File: config.mk
export PLATFORM = sky130hd
export DESIGN_NAME = sfu_warp_sequencer_flat
export DESIGN_NICKNAME = d
export VERILOG_FILES = /design/src/rtl/sfu_warp_sequencer_if.sv /design/src/rtl/sfu_warp_sequencer.sv /design/src/flat_wrapper.sv
export SDC_FILE = /design/constraint.sdc
export NUM_CORES = 2
export LEC_CHECK = 0
export CELL_PAD_IN_SITES_DETAIL_PLACEMENT = 1
export CELL_PAD_IN_SITES_GLOBAL_PLACEMENT = 2
export CORE_AREA = 2 2 541 543
export DETAILED_ROUTE_END_ITERATION = 10
export DIE_AREA = 0 0 543 545
export GPL_ROUTABILITY_DRIVEN = 1
export PLACE_DENSITY_LB_ADDON = 0.3
export SYNTH_ARGS = -nofsm -noshare
export SYNTH_HDL_FRONTEND = slang
export SYNTH_SLANG_ARGS = --single-unit
File: constraint.sdc
create_clock -name clk -period 3.3 [get_ports clk]
set_input_delay 0.66 -clock clk [delete_from_list [all_inputs] [get_ports clk]]
set_output_delay 0.66 -clock clk [all_outputs]
set_load 0.005 [all_outputs]
File: src/rtl/sfu_warp_sequencer_if.sv
// SFU op encoding shared by the sequencer and its neighbours, plus the
// instruction-in / warp-result-out bundle used as the sequencer's port.
package sfu_warp_pkg;
  typedef enum logic [2:0] {
    SFU_RCP = 3'd0,
    SFU_RSQ = 3'd1,
    SFU_LG2 = 3'd2,
    SFU_EX2 = 3'd3,
    SFU_SIN = 3'd4,
    SFU_COS = 3'd5
  } sfu_op_t;
endpackage

// Handshake rule for both directions: a transfer happens on a rising clk edge
// where valid && ready; the sender holds its payload stable until that edge.
interface sfu_warp_sequencer_if #(
  parameter int WARP_SIZE = 32,
  parameter int WID_BITS  = 5,
  parameter int REG_BITS  = 5
) ();
  logic                      in_valid;
  logic                      in_ready;
  sfu_warp_pkg::sfu_op_t     in_op;
  logic [WARP_SIZE-1:0]      in_mask;
  logic [WARP_SIZE*16-1:0]   in_operands;
  logic [WID_BITS-1:0]       in_warp_id;
  logic [REG_BITS-1:0]       in_dest;
  logic                      out_valid;
  logic                      out_ready;
  logic [WARP_SIZE*16-1:0]   out_results;
  logic [WARP_SIZE-1:0]      out_mask;
  logic [WID_BITS-1:0]       out_warp_id;
  logic [REG_BITS-1:0]       out_dest;

  modport master (
    output in_valid, in_op, in_mask, in_operands, in_warp_id, in_dest, out_ready,
    input  in_ready, out_valid, out_results, out_mask, out_warp_id, out_dest
  );

  modport slave (
    input  in_valid, in_op, in_mask, in_operands, in_warp_id, in_dest, out_ready,
    output in_ready, out_valid, out_results, out_mask, out_warp_id, out_dest
  );
endinterface

File: src/rtl/sfu_warp_sequencer.sv
// Serialises one warp-wide SFU instruction over SFU_LANES combinational SFUs,
// one non-empty lane-group per cycle, and hands the assembled result to writeback.
module sfu_warp_sequencer
  import sfu_warp_pkg::*;
#(
  parameter int WARP_SIZE = 32,
  parameter int SFU_LANES = 8,
  parameter int WID_BITS  = 5,
  parameter int REG_BITS  = 5
) (
  input  logic                    clk,
  input  logic                    rst_n,
  sfu_warp_sequencer_if.slave     io,
  output sfu_op_t                 sfu_op,
  output logic [SFU_LANES*16-1:0] sfu_operand,
  input  logic [SFU_LANES*16-1:0] sfu_result,
  output logic                    busy
);
  localparam int NUM_GRP  = WARP_SIZE / SFU_LANES;
  localparam int GRP_BITS = (NUM_GRP > 1) ? $clog2(NUM_GRP) : 1;

  if (WARP_SIZE % SFU_LANES != 0) begin : g_param_check
    $error("WARP_SIZE must be a multiple of SFU_LANES");
  end

  typedef enum logic [1:0] {IDLE, EXEC, DONE} state_t;

  state_t                  state, state_d;
  logic [GRP_BITS-1:0]     ptr, ptr_d;
  sfu_op_t                 op_q;
  logic [WARP_SIZE-1:0]    mask_q;
  logic [WARP_SIZE*16-1:0] opnd_q;
  logic [WID_BITS-1:0]     wid_q;
  logic [REG_BITS-1:0]     dest_q;
  logic [WARP_SIZE*16-1:0] res_q, res_d;
  logic                    accept;
  logic [GRP_BITS:0]       first_hit, next_hit;
  logic [SFU_LANES-1:0]    cur_mask;
  logic [SFU_LANES*16-1:0] cur_opnd;

  // Lowest group at or above 'from' with any active lane; MSB flags a hit.
  function automatic logic [GRP_BITS:0] find_grp(input logic [WARP_SIZE-1:0] m,
                                                 input int from);
    logic [GRP_BITS:0] r;
    r = '0;
    for (int g = NUM_GRP - 1; g >= 0; g--) begin
      if (g >= from && |m[g*SFU_LANES +: SFU_LANES]) r = {1'b1, GRP_BITS'(g)};
    end
    return r;
  endfunction

  assign accept    = io.in_valid && io.in_ready;
  assign first_hit = find_grp(io.in_mask, 0);
  assign next_hit  = find_grp(mask_q, int'(ptr) + 1);
  assign cur_mask  = SFU_LANES'(mask_q >> (int'(ptr) * SFU_LANES));
  assign cur_opnd  = (SFU_LANES*16)'(opnd_q >> (int'(ptr) * SFU_LANES * 16));

  always_ff @(posedge clk or negedge rst_n) begin
    if (!rst_n) begin
      state <= IDLE;
      ptr   <= '0;
    end else begin
      state <= state_d;
      ptr   <= ptr_d;
    end
  end

  always_comb begin
    state_d = state;
    ptr_d   = ptr;
    case (state)
      IDLE: begin
        if (accept) begin
          ptr_d   = first_hit[GRP_BITS-1:0];
          state_d = first_hit[GRP_BITS] ? EXEC : DONE;
        end
      end
      EXEC: begin
        if (next_hit[GRP_BITS]) ptr_d = next_hit[GRP_BITS-1:0];
        else                    state_d = DONE;
      end
      DONE: begin
        if (io.out_ready) state_d = IDLE;
      end
      default: state_d = IDLE;
    endcase
  end

  // Inactive lanes see a zero operand and never overwrite their cleared slot.
  always_comb begin
    sfu_operand = '0;
    res_d       = res_q;
    if (accept) res_d = '0;
    if (state == EXEC) begin
      for (int j = 0; j < SFU_LANES; j++) begin
        if (cur_mask[j]) begin
          sfu_operand[j*16 +: 16] = cur_opnd[j*16 +: 16];
          res_d[(int'(ptr) * SFU_LANES + j) * 16 +: 16] = sfu_result[j*16 +: 16];
        end
      end
    end
  end

  always_ff @(posedge clk or negedge rst_n) begin
    if (!rst_n) begin
      op_q   <= sfu_op_t'('0);
      mask_q <= '0;
      opnd_q <= '0;
      wid_q  <= '0;
      dest_q <= '0;
      res_q  <= '0;
    end else begin
      res_q <= res_d;
      if (accept) begin
        op_q   <= io.in_op;
        mask_q <= io.in_mask;
        opnd_q <= io.in_operands;
        wid_q  <= io.in_warp_id;
        dest_q <= io.in_dest;
      end
    end
  end

  assign io.in_ready    = (state == IDLE);
  assign io.out_valid   = (state == DONE);
  assign busy           = (state != IDLE);
  assign sfu_op         = op_q;
  assign io.out_results = res_q;
  assign io.out_mask    = mask_q;
  assign io.out_warp_id = wid_q;
  assign io.out_dest    = dest_q;
endmodule

File: src/flat_wrapper.sv
// flat-port wrapper written by rule: the top's interface ports become plain ports
module sfu_warp_sequencer_flat import sfu_warp_pkg::*;
#(
  parameter int WARP_SIZE = 32,
  parameter int SFU_LANES = 8,
  parameter int WID_BITS  = 5,
  parameter int REG_BITS  = 5
)
  (clk, rst_n, sfu_op, sfu_operand, sfu_result, busy, io_in_valid, io_in_op, io_in_mask, io_in_operands, io_in_warp_id, io_in_dest, io_out_ready, io_in_ready, io_out_valid, io_out_results, io_out_mask, io_out_warp_id, io_out_dest);
  sfu_warp_sequencer_if #(.WARP_SIZE(WARP_SIZE), .WID_BITS(WID_BITS), .REG_BITS(REG_BITS)) io_i ();
  input  logic clk;
  input  logic rst_n;
  output sfu_op_t sfu_op;
  output logic [SFU_LANES*16-1:0] sfu_operand;
  input  logic [SFU_LANES*16-1:0] sfu_result;
  output logic busy;
  input wire logic [$bits(io_i.in_valid)-1:0] io_in_valid;
  input wire logic [$bits(io_i.in_op)-1:0] io_in_op;
  input wire logic [$bits(io_i.in_mask)-1:0] io_in_mask;
  input wire logic [$bits(io_i.in_operands)-1:0] io_in_operands;
  input wire logic [$bits(io_i.in_warp_id)-1:0] io_in_warp_id;
  input wire logic [$bits(io_i.in_dest)-1:0] io_in_dest;
  input wire logic [$bits(io_i.out_ready)-1:0] io_out_ready;
  output wire logic [$bits(io_i.in_ready)-1:0] io_in_ready;
  output wire logic [$bits(io_i.out_valid)-1:0] io_out_valid;
  output wire logic [$bits(io_i.out_results)-1:0] io_out_results;
  output wire logic [$bits(io_i.out_mask)-1:0] io_out_mask;
  output wire logic [$bits(io_i.out_warp_id)-1:0] io_out_warp_id;
  output wire logic [$bits(io_i.out_dest)-1:0] io_out_dest;
  assign io_i.in_valid = io_in_valid;
  assign io_i.in_op = io_in_op;
  assign io_i.in_mask = io_in_mask;
  assign io_i.in_operands = io_in_operands;
  assign io_i.in_warp_id = io_in_warp_id;
  assign io_i.in_dest = io_in_dest;
  assign io_i.out_ready = io_out_ready;
  assign io_in_ready = io_i.in_ready;
  assign io_out_valid = io_i.out_valid;
  assign io_out_results = io_i.out_results;
  assign io_out_mask = io_i.out_mask;
  assign io_out_warp_id = io_i.out_warp_id;
  assign io_out_dest = io_i.out_dest;
  sfu_warp_sequencer #(.WARP_SIZE(WARP_SIZE), .SFU_LANES(SFU_LANES), .WID_BITS(WID_BITS), .REG_BITS(REG_BITS)) u_core (.clk(clk), .rst_n(rst_n), .io(io_i), .sfu_op(sfu_op), .sfu_operand(sfu_operand), .sfu_result(sfu_result), .busy(busy));
endmodule
==> key figures <==
Route
  – Wire length on met3: 21.2 mm
  – DR DRC count: 0
  – DR top layer: met5
  – DRT met1 WL: 108 mm
  – Total wire length: 274 mm
  – WL/cell: 28.6 µm
  – Drt via density: 3.97
  – Via Count: 38.2k
  – Met2 routed WL: 136 mm
  – Post-DRT Antenna Nets: 0
  – DRT Pass-1 Iters: 4
  – Initial DRC Count: 1956

Layout
  – Final core occ: 0.247
  – Final Non-Filler Cells: 9612
  – Multi-input gate area: 16300 µm²
  – Seq. cell area: 26900 µm²
  – Area grow syn2layout: 63.8%
  – Final instance area: 71700 µm²
  – Layout cells sized above 1: 0.184
  – Fill cells: 32.4k
  – Nets: 6256
  – Commonest non-fill, non-tap cell in the layout: nand2_1
  – Leading cell types in the layout, fill and taps excluded: nand2_1, clkdlybuf4s50_1, dfrtp_1, a22o_1, buf_6

STA
  – Max Slew Vio Count: 0
  – Min cycle time layout: 3.49 ns
  – Slew headroom: 0.169
  – Final setup margin: -0.192 ns
  – Final hold slack: 0.349 ns
  – RSZ-0062 raised after global routing: yes
  – Setup-failing EPs final: 125
  – Final Hold Fails: 0
  – Setup TNS Final: -11.58 ns
  – Peak Freq: 286 MHz
  – Slew @ Worst Pin: 1.25 ns
  – Clock skew: 0.0416 ns
  – Final Cycle Share: 1.06

Global routing
  – Largest net degree at the start of global routing: 98
  – Initial antenna violation count: 133
  – GRT overflow: 0
  – First-pass GRT wire length: 368 mm
  – Total GRT Usage: 0.180
  – Vias in the first global route: 41.6k

Flow run
  – Max-cap check violation count: 0

Synth
  – Ys async rst share: 1.00
  – Mapped Avg Cell Area: 11.2 µm²
  – Cells after Synth: 3924
  – Post-synth EDFFs: 0
  – Seq cells post-synth: 1073
  – Post-synth top flop: dfrtp_1
  – Synth Cell Area: 43800 µm²
  – Syn_nets: 4619
  – Yosys warns: 0
  – Yosys cell types: 45
  – Post-synthesis sequential area ratio: 0.613

Clocking
  – TritonCTS Buffers: 145
  – H-tree levels: 4
  – CTS sink count: 1073
  – CTS max path bufs: 4
  – Worst skew pair latency: 0.82 ns
  – Root Buffer: clkbuf_16
  – Reg clk slew, reported paths: 0.06 ns
  – TritonCTS clock tree: yes

Placed design
  – Placed Area: 63400 µm²
  – Cell Count Post-Placement: 9127
  – PortBufs: 1376
  – Pre-CTS setup slack: 0.0687 ns
  – Final HPWL DP: 206 mm
  – Routability cong.: 0.810

Floorplanning
  – Core ar.: 290000 µm²
  – Chip width: 543 µm
  – Die area: 296000 µm²
  – Die H: 545 µm
  – Floorplan row count: 198
  – Num ports: 1377
  – Starting Density: 0.151

Power
  – Pwr dens: 901 nW/µm²
  – Peak VDD IR: 0.000446 V
  – Total power: 64.6 mW
  – Pleak: 32.5 nW

Critical path
  – CP Data Required Time: 2.64 ns
  – WS Path Type: reg2out
  – Crit end category: primary output
  – Worst Path Arrival: 2.83 ns
  – Startpoint types: flop
  – Crit-path max FO: 6

Status
  – Status: finished, violations left
  – Failing checks: negative setup slack

Worst hold path
  – Worst min-delay path class: in2async
-- final timing paths --
kind | slack (ns) | cells after the start | from | end
hold / removal | 0.35 | 2 | rst_n | u_core.opnd_q[408]
hold reg to reg | 0.47 | 2 | u_core.opnd_q[336] | u_core.opnd_q[336]
min in group clk | 0.38 | 3 | io_in_operands[196] | u_core.opnd_q[196]
setup / recovery | -0.19 | 8 | u_core.ptr[0] | sfu_operand[53]
setup reg to reg | 0.15 | 8 | u_core.ptr[1] | u_core.io.out_results[101]
max in group asynchronous | 1.48 | 3 | rst_n | u_core.opnd_q[483]
-- what timing repair did --
action	4_1_cts	5_1_grt
hold buffers	1	0
endpoints found under the setup margin	128	128
setup buffers	156	27
hold endpoints to repair	35	0
pin swaps	80	43
resized for setup	894	86
gates cloned	23	2
-- final cells by class --
class,count,share of cell area
multi-input cells,2599,0.227
well taps,3900,0.0681
diodes,47,0.00164
clock inverters,50,0.00934
flip-flops and latches,1073,0.375
clock buffers,201,0.0579
repair buffers,1738,0.261
inverters,4,0.000209
-- state kept, by name, indices dropped and copies added (netlist names) --
register               flops
u_core.ptr                 2
u_core.sfu_op              3
u_core.io.out_mask        32
u_core.io.out_results    512
u_core.io.out_dest         5
u_core.io.out_warp_id      5
u_core.opnd_q            512
u_core.state               2
-- critical path: stages (launching register included) --
cell     delay [ns]
dfrtp_4        0.54
buf_16         0.18
buf_12         0.16
buf_16         0.14
buf_6          0.12
buf_8          0.11
mux4_2         0.45
and2_4         0.16
buf_6          0.11
-- routing by layer --
metal  up-vias  GRT usage
li1      16700          -
met1     19600      0.208
met2      1386      0.311
met3       418     0.0594
met4        88     0.0601
met5         -          0
-- cell families (layout without fill, tap and decap cells) --
| group | Yosys count | after routing | synth area share |
|---|---|---|---|
| simple gates | 1879 | 1879 | 0.171 |
| other cells | 0 | 47 | 0 |
| fa+ha+maj | 6 | 6 | 0.00171 |
| mux | 145 | 145 | 0.0703 |
| buf+inv | 253 | 1993 | 0.0269 |
| compound gates | 568 | 569 | 0.116 |
| flops | 1073 | 1073 | 0.613 |
-- cells in the mapped netlist (2+ instances only) --
library cell | count | share of area
o211ai_1 | 6 | 0.0010
inv_1 | 4 | 0.00034
mux2i_1 | 8 | 0.0018
mux2_2 | 2 | 0.00051
o211a_1 | 7 | 0.0016
ha_1 | 6 | 0.0017
and3_1 | 17 | 0.0024
nor4_1 | 14 | 0.0020
nand3_1 | 3 | 0.00034
nand2_1 | 1685 | 0.14
mux2_1 | 5 | 0.0013
nand2b_1 | 3 | 0.00043
buf_1 | 6 | 0.00051
nor2_2 | 2 | 0.00029
nor2_1 | 30 | 0.0026
clkbuf_1 | 107 | 0.0092
dfrtp_1 | 1073 | 0.61
a21oi_4 | 17 | 0.0063
mux4_2 | 129 | 0.066
a21oi_2 | 14 | 0.0028
nor2_4 | 2 | 0.00051
buf_2 | 105 | 0.012
and2_1 | 113 | 0.016
a22o_1 | 512 | 0.10
clkbuf_2 | 8 | 0.00091
a21oi_1 | 4 | 0.00046
buf_4 | 23 | 0.0039
nor2b_1 | 2 | 0.00029
-- where the power goes --
part | internal (mW) | switching [mW] | leakage, nW | total, mW
registers | 17.5 | 3.17 | 14.1 | 20.7
clock network | 9.83 | 6.56 | 2.37 | 16.4
logic | 13.5 | 14.0 | 16.1 | 27.5
total | 40.8 | 23.8 | 32.5 | 64.6
Note: power is estimated with default switching activity, not from simulation.
